[src/rtl/asip_datapath.sv]
// asip_datapath: register file, buses, ALU, flags and memory port of the
// MAX/MIN/AVG ASIP. All control comes from ControlUnit as per-cycle strobes;
// this block only decodes them into register updates and bus steering.
module asip_datapath #(
    parameter int DATA_W = 8
) (
    input  logic              CLK,
    input  logic              RESET,
    input  logic              Load_MAX_R,
    input  logic              Load_MIN_R,
    input  logic              Load_R0,
    input  logic              Load_COUNT_R,
    input  logic              Load_SUM_R,
    input  logic              Load_PC,
    input  logic              Load_IR,
    input  logic              Load_TEMP_R,
    input  logic              Load_ADDRESS_R,
    input  logic              Load_TEMP_ADD_R,
    input  logic              Load_OPERAND_A_R,
    input  logic              Load_OPERAND_B_R,
    input  logic              INC_PC,
    input  logic              INC_TEMP_AR,
    input  logic              Dec_COUNT,
    input  logic [2:0]        Select_BUS_1_MUX,
    input  logic [1:0]        Select_BUS_2_MUX,
    input  logic              Select_MEMORY_DEMUX,
    input  logic              Load_SIGN_DFF,
    input  logic              Load_ZERO_DFF,
    input  logic [1:0]        Select_ALU_OP,
    input  logic              Write_MEMORY,
    input  logic [DATA_W-1:0] Mem_RDATA,
    output logic [DATA_W-1:0] Mem_ADDR,
    output logic [DATA_W-1:0] Mem_WDATA,
    output logic              Mem_WE,
    output logic [DATA_W-1:0] IR_value,
    output logic [DATA_W-1:0] PC_value,
    output logic              Sign_value,
    output logic              Count_zero
);

    localparam logic [DATA_W-1:0] ONE = DATA_W'(1);

    logic [DATA_W-1:0] max_r, min_r, r0, count_r, sum_r, pc, ir, temp_r;
    logic [DATA_W-1:0] address_r, temp_add_r, operand_a_r, operand_b_r;
    logic              sign_dff, zero_dff;

    logic [DATA_W-1:0] mem_data;
    logic [DATA_W-1:0] bus_1;
    logic [DATA_W-1:0] bus_2;
    logic [DATA_W-1:0] alu_y;
    logic              borrow;

    // Read data only reaches the data bus when the demux steers it there;
    // with demux=0 it is reserved for the instruction register.
    assign mem_data = Select_MEMORY_DEMUX ? Mem_RDATA : '0;

    // Data bus source mux.
    always_comb begin
        bus_1 = '0;
        case (Select_BUS_1_MUX)
            3'd0: bus_1 = mem_data;
            3'd1: bus_1 = r0;
            3'd2: bus_1 = max_r;
            3'd3: bus_1 = min_r;
            3'd4: bus_1 = sum_r;
            3'd5: bus_1 = count_r;
            3'd6: bus_1 = temp_r;
            3'd7: bus_1 = alu_y;
            default: bus_1 = '0;
        endcase
    end

    // Address bus source mux; code 3 parks the address at zero.
    always_comb begin
        bus_2 = '0;
        case (Select_BUS_2_MUX)
            2'd0: bus_2 = pc;
            2'd1: bus_2 = address_r;
            2'd2: bus_2 = temp_add_r;
            default: bus_2 = '0;
        endcase
    end

    // ALU: add/sub wrap to DATA_W; shift-right is used to halve a sum for AVG.
    always_comb begin
        alu_y = '0;
        case (Select_ALU_OP)
            2'd0: alu_y = operand_a_r + operand_b_r;
            2'd1: alu_y = operand_a_r - operand_b_r;
            2'd2: alu_y = operand_a_r;
            default: alu_y = operand_a_r >> 1;
        endcase
    end

    // Borrow is the unsigned compare, valid whatever op is selected.
    assign borrow = (operand_a_r < operand_b_r);

    // Plain load-or-hold data registers fed from the data bus.
    always_ff @(posedge CLK or posedge RESET) begin
        if (RESET) begin
            max_r       <= '0;
            min_r       <= '0;
            r0          <= '0;
            sum_r       <= '0;
            temp_r      <= '0;
            address_r   <= '0;
            operand_a_r <= '0;
            operand_b_r <= '0;
        end else begin
            if (Load_MAX_R)       max_r       <= bus_1;
            if (Load_MIN_R)       min_r       <= bus_1;
            if (Load_R0)          r0          <= bus_1;
            if (Load_SUM_R)       sum_r       <= bus_1;
            if (Load_TEMP_R)      temp_r      <= bus_1;
            if (Load_ADDRESS_R)   address_r   <= bus_1;
            if (Load_OPERAND_A_R) operand_a_r <= bus_1;
            if (Load_OPERAND_B_R) operand_b_r <= bus_1;
        end
    end

    // Counting registers: a load always wins over the same-cycle count step.
    always_ff @(posedge CLK or posedge RESET) begin
        if (RESET) begin
            pc         <= '0;
            count_r    <= '0;
            temp_add_r <= '0;
        end else begin
            if (Load_PC)              pc         <= bus_1;
            else if (INC_PC)          pc         <= pc + ONE;
            if (Load_COUNT_R)         count_r    <= bus_1;
            else if (Dec_COUNT)       count_r    <= count_r - ONE;
            if (Load_TEMP_ADD_R)      temp_add_r <= bus_1;
            else if (INC_TEMP_AR)     temp_add_r <= temp_add_r + ONE;
        end
    end

    // IR fetches straight from memory, bypassing the data bus, only when the
    // demux is not steering read data onto the bus.
    always_ff @(posedge CLK or posedge RESET) begin
        if (RESET) begin
            ir <= '0;
        end else if (Load_IR && !Select_MEMORY_DEMUX) begin
            ir <= Mem_RDATA;
        end
    end

    // Flag flops; the zero flag sees COUNT_R as it was before this edge.
    always_ff @(posedge CLK or posedge RESET) begin
        if (RESET) begin
            sign_dff <= 1'b0;
            zero_dff <= 1'b0;
        end else begin
            if (Load_SIGN_DFF) sign_dff <= borrow;
            if (Load_ZERO_DFF) zero_dff <= (count_r == '0);
        end
    end

    assign Mem_ADDR   = bus_2;
    assign Mem_WDATA  = bus_1;
    assign Mem_WE     = Write_MEMORY & ~RESET;
    assign IR_value   = ir;
    assign PC_value   = pc;
    assign Sign_value = sign_dff;
    assign Count_zero = zero_dff;

endmodule

[config.mk]
export PLATFORM = sky130hd
export DESIGN_NAME = asip_datapath
export DESIGN_NICKNAME = d
export VERILOG_FILES = /design/src/rtl/asip_datapath.sv
export SDC_FILE = /design/constraint.sdc
export NUM_CORES = 1
export LEC_CHECK = 0
export ABC_AREA = 1
export BUFFER_PORTS_ARGS = -buffer_cell sky130_fd_sc_hd__buf_2
export CAP_MARGIN = 40
export CORE_ASPECT_RATIO = 0.6
export CORE_MARGIN = 2
export CORE_UTILIZATION = 53
export DETAILED_ROUTE_END_ITERATION = 16
export GPL_TIMING_DRIVEN = 0
export PLACE_DENSITY = 0.88
export SYNTH_ARGS = -nofsm -noshare
export SYNTH_HDL_FRONTEND = slang
export SYNTH_SLANG_ARGS = --single-unit
[constraint.sdc]
create_clock -name CLK -period 2.9 [get_ports CLK]
set_input_delay 0.29 -clock CLK [delete_from_list [all_inputs] [get_ports CLK]]
set_output_delay 0.29 -clock CLK [all_outputs]
set_load 0.02 [all_outputs]
==> results of run 1 <==
==> worst max-delay path: cells and delay by family, from the launching register on <==
family,cells,cell delay (ns)
buffers and inverters,2,0.40
DFF,1,0.46
and+or+nand+nor,2,0.30
adders and majority gates,2,0.79
AOI/OAI and AO/OA,1,0.25
==> placed cells by master, fill, tap and decap left out, drive strengths merged, types with 2 or more instances in the layout <==
| cell type | instances |
|---|---|
| o2111ai | 3 |
| nand4 | 8 |
| o21bai | 2 |
| nor2 | 41 |
| a21oi | 17 |
| o22ai | 3 |
| mux2 | 5 |
| clkbuf | 16 |
| a31oi | 2 |
| o221ai | 2 |
| nand3 | 55 |
| inv | 101 |
| o2bb2ai | 2 |
| nand2 | 330 |
| ha | 19 |
| dfrtp | 98 |
| xor2 | 11 |
| xnor2 | 4 |
| nor3 | 14 |
| a21o | 2 |
| a221oi | 2 |
| buf | 95 |
| a22o | 4 |
| fa | 2 |
| o21ai | 29 |
| o211ai | 6 |
==> stage by stage <==
step           setup TNS [ns]  power [uW]  setup slack, ns  cells  utilization
2_1_floorplan               0        3180           0.0479    795            -
3_3_place_gp          -104.39        3690            -1.07    993        0.593
3_5_place_dp                0        3770            0.306    994        0.595
4_1_cts                     0        5010          0.00167   1009        0.625
5_1_grt              -0.00830        5470         -0.00567   1021        0.639
6_report                    0        5180           0.0673   1021        0.639
==> kinds of logic after synthesis <==
family | count (synthesis) | synth area share
compound gates | 78 | 0.0864
xor+xnor | 15 | 0.0223
fa+ha+maj | 21 | 0.0472
buf+inv | 127 | 0.100
flops | 98 | 0.417
mux | 5 | 0.00957
simple gates | 451 | 0.317
==> power by group <==
part           switching, uW  internal (uW)
Combinational           1250            707
Clock                    506            734
Sequential               294           1690
==> repair_timing <==
action / in CTS / in global routing
resized for setup: 2 / 23
pin swaps: 1 / 2
endpoints found under the hold margin: 0 / 0
gates cloned: 0 / 0
setup endpoints to repair: 2 / 5
buffers inserted: 0 / 13
==> sequential cells by signal, indices dropped and copies added (netlist names) <==
name         cells
Count_zero       1
min_r            8
operand_a_r      8
temp_add_r       8
max_r            8
r0               8
operand_b_r      8
IR_value         8
PC_value         8
address_r        8
Sign_value       1
temp_r           8
sum_r            8
count_r          8
==> metal layers <==
metal	part of all wire	routed length [um]
met1	0.44	7510
met5	0.0030	52
met3	0.16	2670
met2	0.39	6750
met4	0.014	246
==> cell type report <==
cell class / count / share of cell area
repair buffers: 73 / 0.0604
multi-input cells: 570 / 0.422
inverters: 101 / 0.0558
clock buffers: 13 / 0.0395
plain buffers: 25 / 0.0322
well taps: 139 / 0.0254
flip-flops and latches: 98 / 0.359
clock inverters: 2 / 0.00512
==> worst paths after layout <==
kind / slack (ns) / cells past startpoint / start / endpoint
worst max-delay path: 0.07 / 7 / operand_b_r[0] / Mem_WDATA[1]
worst min-delay path: 0.06 / 2 / RESET / Sign_value
worst max register to register: 0.48 / 15 / operand_b_r[0] / operand_b_r[6]
worst min register to register: 0.48 / 2 / min_r[3] / min_r[3]
max in group asynchronous: 2.14 / 3 / RESET / operand_a_r[1]
min in group CLK: 0.13 / 2 / Load_SIGN_DFF / Sign_value
==> flow_summary_export.csv, run 1 <==
group,metric,value,unit
final_layout,area_delta_synth_final,16.3,%
placement,dp.final_hpwl,12700,um
drt,firstDrtPassIters,12,
sta,finalHoldViolCount,0,
sta,fmax,353,MHz
die,die_h,85.6,um
synth,synth_top_area_share,0.417,
cts,clock_path_buffers,2,
synth,ys_seq_area_frac,0.417,
synth,yosys_most_used_dff,"dfrtp_1",
critical_path,cp-end-kind,"output pin",
placement,gp_congestion,0.950,
final_layout,fillers,907,
grt,grt-ovfl-total,0,
cts,cts_sinks,98,
synth,ys_ff_latch,98,
final_layout,fin_nets,935,
synth,synth.area.top_cells,"dfrtp_1 (42%), nand2_1 (21%), inv_1 (6.1%)",
grt,busiest_layer,"met1",
final_layout,n_antenna_cell,0,
outcome,status,"complete, but fails checks",
die,dieArea,12000,sq um
drt,drtIter0Drc,639,
sta,hold_slack,0.0637,ns
critical_path,worstSetupStartpointType,"flop",
grt,grt_pass1_vias,5116,
power,powerDensity,758,nW/um^2
critical_path,crit_chain,"ha_1, fa_2, nor3_1, o31ai_2, nand4_1, buf_6, buf_2",
synth,post-synth-top-area-cell,"dfrtp_1",
sta,finClkSkew,0.00634,ns
drt,drt-total-wl,17200,um
cts,path_clk_slew,0.06,ns
drt,vias,5770,
power,power.leakage,0.00374,uW
placement,io_buffers,59,
sta,tightestPinTransition,0.693,ns
drt,ant_nets,0,
critical_path,crit_slowest_cell,"fa_2",
hold_path,min_path_type,"in2async",
final_layout,design_area,6840,sq um
grt,grt_use_met1,0.429,
grt,grt_max_degree,56,
synth,avgSynthCellArea,7.40,sq um
grt,use_met2,0.397,
synth,synth_most_common_cell,"nand2_1",
sta,relSlewSlack,0.538,
drt,vias_per_cell,5.65,
grt,antenna_found_initial,0,
cts,numCtsBuffers,9,
sta,period_share,0.977,
sta,setup_violations,0,
run,maxCapViolations,0,
synth,synth_common_cells,"nand2_1 (329), dfrtp_1 (98), inv_1 (95)",
placement,placed_cell_area,6370,sq um
outcome,violations,"DRC",
cts,postCtsHoldBufs,0,
critical_path,arrival,2.54,ns
drt,drc,7,
cts,insertion_delay,0.35,ns
drt,wire_per_inst,16.9,um
cts,h-tree-depth,3,
grt,use_met3,0.110,
die,start_util,0.550,
critical_path,cp_slowest_stage_delay,0.54,ns
power,ir_worst_vdd,0.000370,V
final_layout,multi_input_area,2890,sq um
sta,period_minus_slack,2.83,ns
cts,clockRootBuffer,"clkbuf_16",
critical_path,crit_fanout,8,
die,rows,29,
synth,synth_nets,852,
final_layout,drive_gt1_frac,0.178,
sta,drv_slew,0,
synth,synth_enable_flop_cells,0,
grt,grt.total_usage,0.289,
cts,cts_tree,"done",
synth,synthDistinctLibCells,45,
die,core-area,10700,sq um
synth,yosysWarnings,0,
synth,netlist_instances,795,
critical_path,required,2.61,ns
grt,grt_pass1_wl,26600,um
synth,syn_area,5880,sq um
die,die_width,140,um
critical_path,crit_type,"reg2out",
final_layout,seqCellArea,2460,sq um
die,io_pins,71,
synth,async_reset_ff_frac,1.00,
Power figures use the tool's default switching activity.
==> run 2, diff against run 1 <==
MAX_ROUTING_LAYER = met4   (was not set)
==> run 2 against run 1 <==
Compared with the run above:
- the run still ends with DRC left
- first-iteration DRC count increased by 11%
- non-clock buffer count down 3
- clock skew about the same
- wire length down 0.47%
- sequential power about the same
- fmax is 1.2% lower
- global-route usage rose by 1.1 points
- worst hold slack better by 0.032 ns
- sequential cell count stayed put
- clock-buffer cell count is 3 lower
- power decreased by 2.5%
- worst setup slack worse by 0.035 ns
- critical path type unchanged
==> flow_summary_export.csv, run 2 (synthesized netlist as in run 1, its figures left out) <==
group,metric,value,unit
power,combinationalPowerShare,0.383,
drt,ant_nets,0,
die,die_width,140,um
die,start_util,0.550,
final_layout,final_cell_mix,"nand2_1 (327), dfrtp_1 (94), inv_1 (91)",
final_layout,n_antenna_cell,0,
critical_path,crit_chain,"ha_1, fa_2, nor3_1, o31ai_1, nand4_1, buf_6, buf_2",
placement,placed_cell_area,6370,sq um
power,power.leakage,0.00372,uW
power,powerDensity,744,nW/um^2
die,die_h,85.6,um
power,intPower,2990,uW
power,ir_worst_vdd,0.000428,V
final_layout,fin_cells,1019,
critical_path,r2r-start,"operand_a_r[5]",
outcome,violations,"DRC",
power,p_sw,2070,uW
sta,finalHoldViolCount,0,
drt,wire_per_inst,16.8,um
final_layout,area_delta_synth_final,15.5,%
placement,dp.final_hpwl,12600,um
die,rows,29,
power,sequentialPowerShare,0.393,
grt,antenna_found_initial,0,
cts,path_clk_slew,0.07,ns
grt,grt_pass1_vias,5151,
critical_path,required,2.61,ns
drt,firstDrtPassIters,11,
critical_path,cp_slowest_stage_delay,0.53,ns
drt,drtIter0Drc,709,
final_layout,drive_gt1_frac,0.175,
drt,drc,7,
die,io_pins,71,
critical_path,arrival,2.58,ns
hold_path,min_path_type,"in2async",
outcome,status,"complete, but fails checks",
final_layout,design_area,6800,sq um
run,maxCapViolations,0,
cts,h-tree-depth,3,
sta,relSlewSlack,0.477,
critical_path,worstSetupStartpointType,"flop",
grt,grt-ovfl-total,0,
placement,gp_congestion,0.949,
final_layout,fin_nets,932,
drt,wl_met1,7500,um
power,swShare,0.409,
cts,numCtsBuffers,9,
drt,top_layer,"met4",
power,p_clk_frac,0.225,
critical_path,cp_top_family,"adder cells",
sta,drv_slew,0,
critical_path,crit_type,"reg2out",
grt,grt_pass1_wl,26800,um
placement,placed_cells,994,
sta,fmax,349,MHz
final_layout,fillers,941,
cts,insertion_delay,0.36,ns
drt,vias,5756,
critical_path,crit_path_start,"operand_b_r[0]",
critical_path,crit_fanout,10,
sta,setup_ws,0.0325,ns
cts,clockRootBuffer,"clkbuf_16",
die,dieArea,12000,sq um
cts,cts_sinks,98,
drt,drt-total-wl,17200,um
sta,finClkSkew,0.00622,ns
sta,period_minus_slack,2.87,ns
critical_path,crit_slowest_cell,"fa_2",
sta,period_share,0.989,
final_layout,final_common_cell,"nand2_1",
critical_path,crit_buf_inv,2,
drt,vias_per_cell,5.65,
placement,place_ws,0.355,ns
cts,cts_tree,"done",
sta,rsz0062_at_grt,"true",
die,core-area,10700,sq um
placement,io_buffers,59,
cts,clock_path_buffers,2,
drt,wl_met2,6790,um
critical_path,cp-end-kind,"output pin",
sta,tightestPinTransition,0.785,ns
grt,grt_max_degree,64,
final_layout,finalCoreUtilization,0.635,
grt,grt.total_usage,0.300,
sta,setup_violations,0,
sta,hold_slack,0.0961,ns
drt,dr_wl_met3,2650,um
-- run 2: what timing repair did --
item,4_1_cts,5_1_grt
resized for setup,2,24
setup endpoints to repair,4,5
pin swaps,1,0
hold buffers,0,0
buffers inserted,1,8
-- run 2: final cells by class --
type,instances,area [sq um],area share
Buffer,26,235,0.0346
Sequential cell,98,2460,0.362
Clock buffer,10,239,0.0352
Multi-Input combinational cell,570,2880,0.424
Timing Repair Buffer,69,383,0.0563
Clock inverter,6,42.5,0.00626
Tap cell,139,174,0.0256
Inverter,101,382,0.0562
-- run 2: worst register-to-register path, stage by stage (launching register included) --
cell     delay, ns
dfrtp_2       0.46
ha_1          0.32
buf_4         0.17
inv_2         0.08
nand2_1       0.10
nor2_2        0.11
nand3_2       0.10
nand2_1       0.08
nand2_1       0.05
nand3_1       0.08
nand3_2       0.08
nand2_2       0.09
nand3_4       0.10
buf_8         0.17
buf_4         0.16
nand2_1       0.07
nand2_1       0.06
-- run 2: power groups by stage --
| stage | Sequential, uW | Combinational, uW | Clock (uW) |
|---|---|---|---|
| global placement | 1980 | 1720 | 0 |
| detailed placement | 1980 | 1780 | 0 |
| finish | 1990 | 1930 | 1130 |
| CTS | 1970 | 1800 | 1140 |
| global route | 2010 | 2140 | 1200 |
| floorplan | 1960 | 1220 | 0 |
-- run 2: metal layers --
metal / track usage / vias up
li1: - / 2673
met1: 0.433 / 2671
met2: 0.394 / 384
met3: 0.121 / 28
met4: 0.0652 / 0
met5: - / -
-- run 2: final timing paths --
path	to	slack (ns)	cells after the start
max	Mem_WDATA[1]	0.03	7
min	operand_b_r[1]	0.1	2
max reg2reg	PC_value[7]	0.52	16
min reg2reg	IR_value[0]	0.48	2
max in group asynchronous	operand_a_r[1]	2.11	3
min in group CLK	Sign_value	0.13	2
-- run 2: per-stage QoR --
step | TNS, ns | power (uW)
4_1_cts | 0 | 4910
3_3_place_gp | -103.55 | 3700
6_report | 0 | 5050
5_1_grt | -0.0312 | 5350
3_5_place_dp | 0 | 3760
2_1_floorplan | 0 | 3180
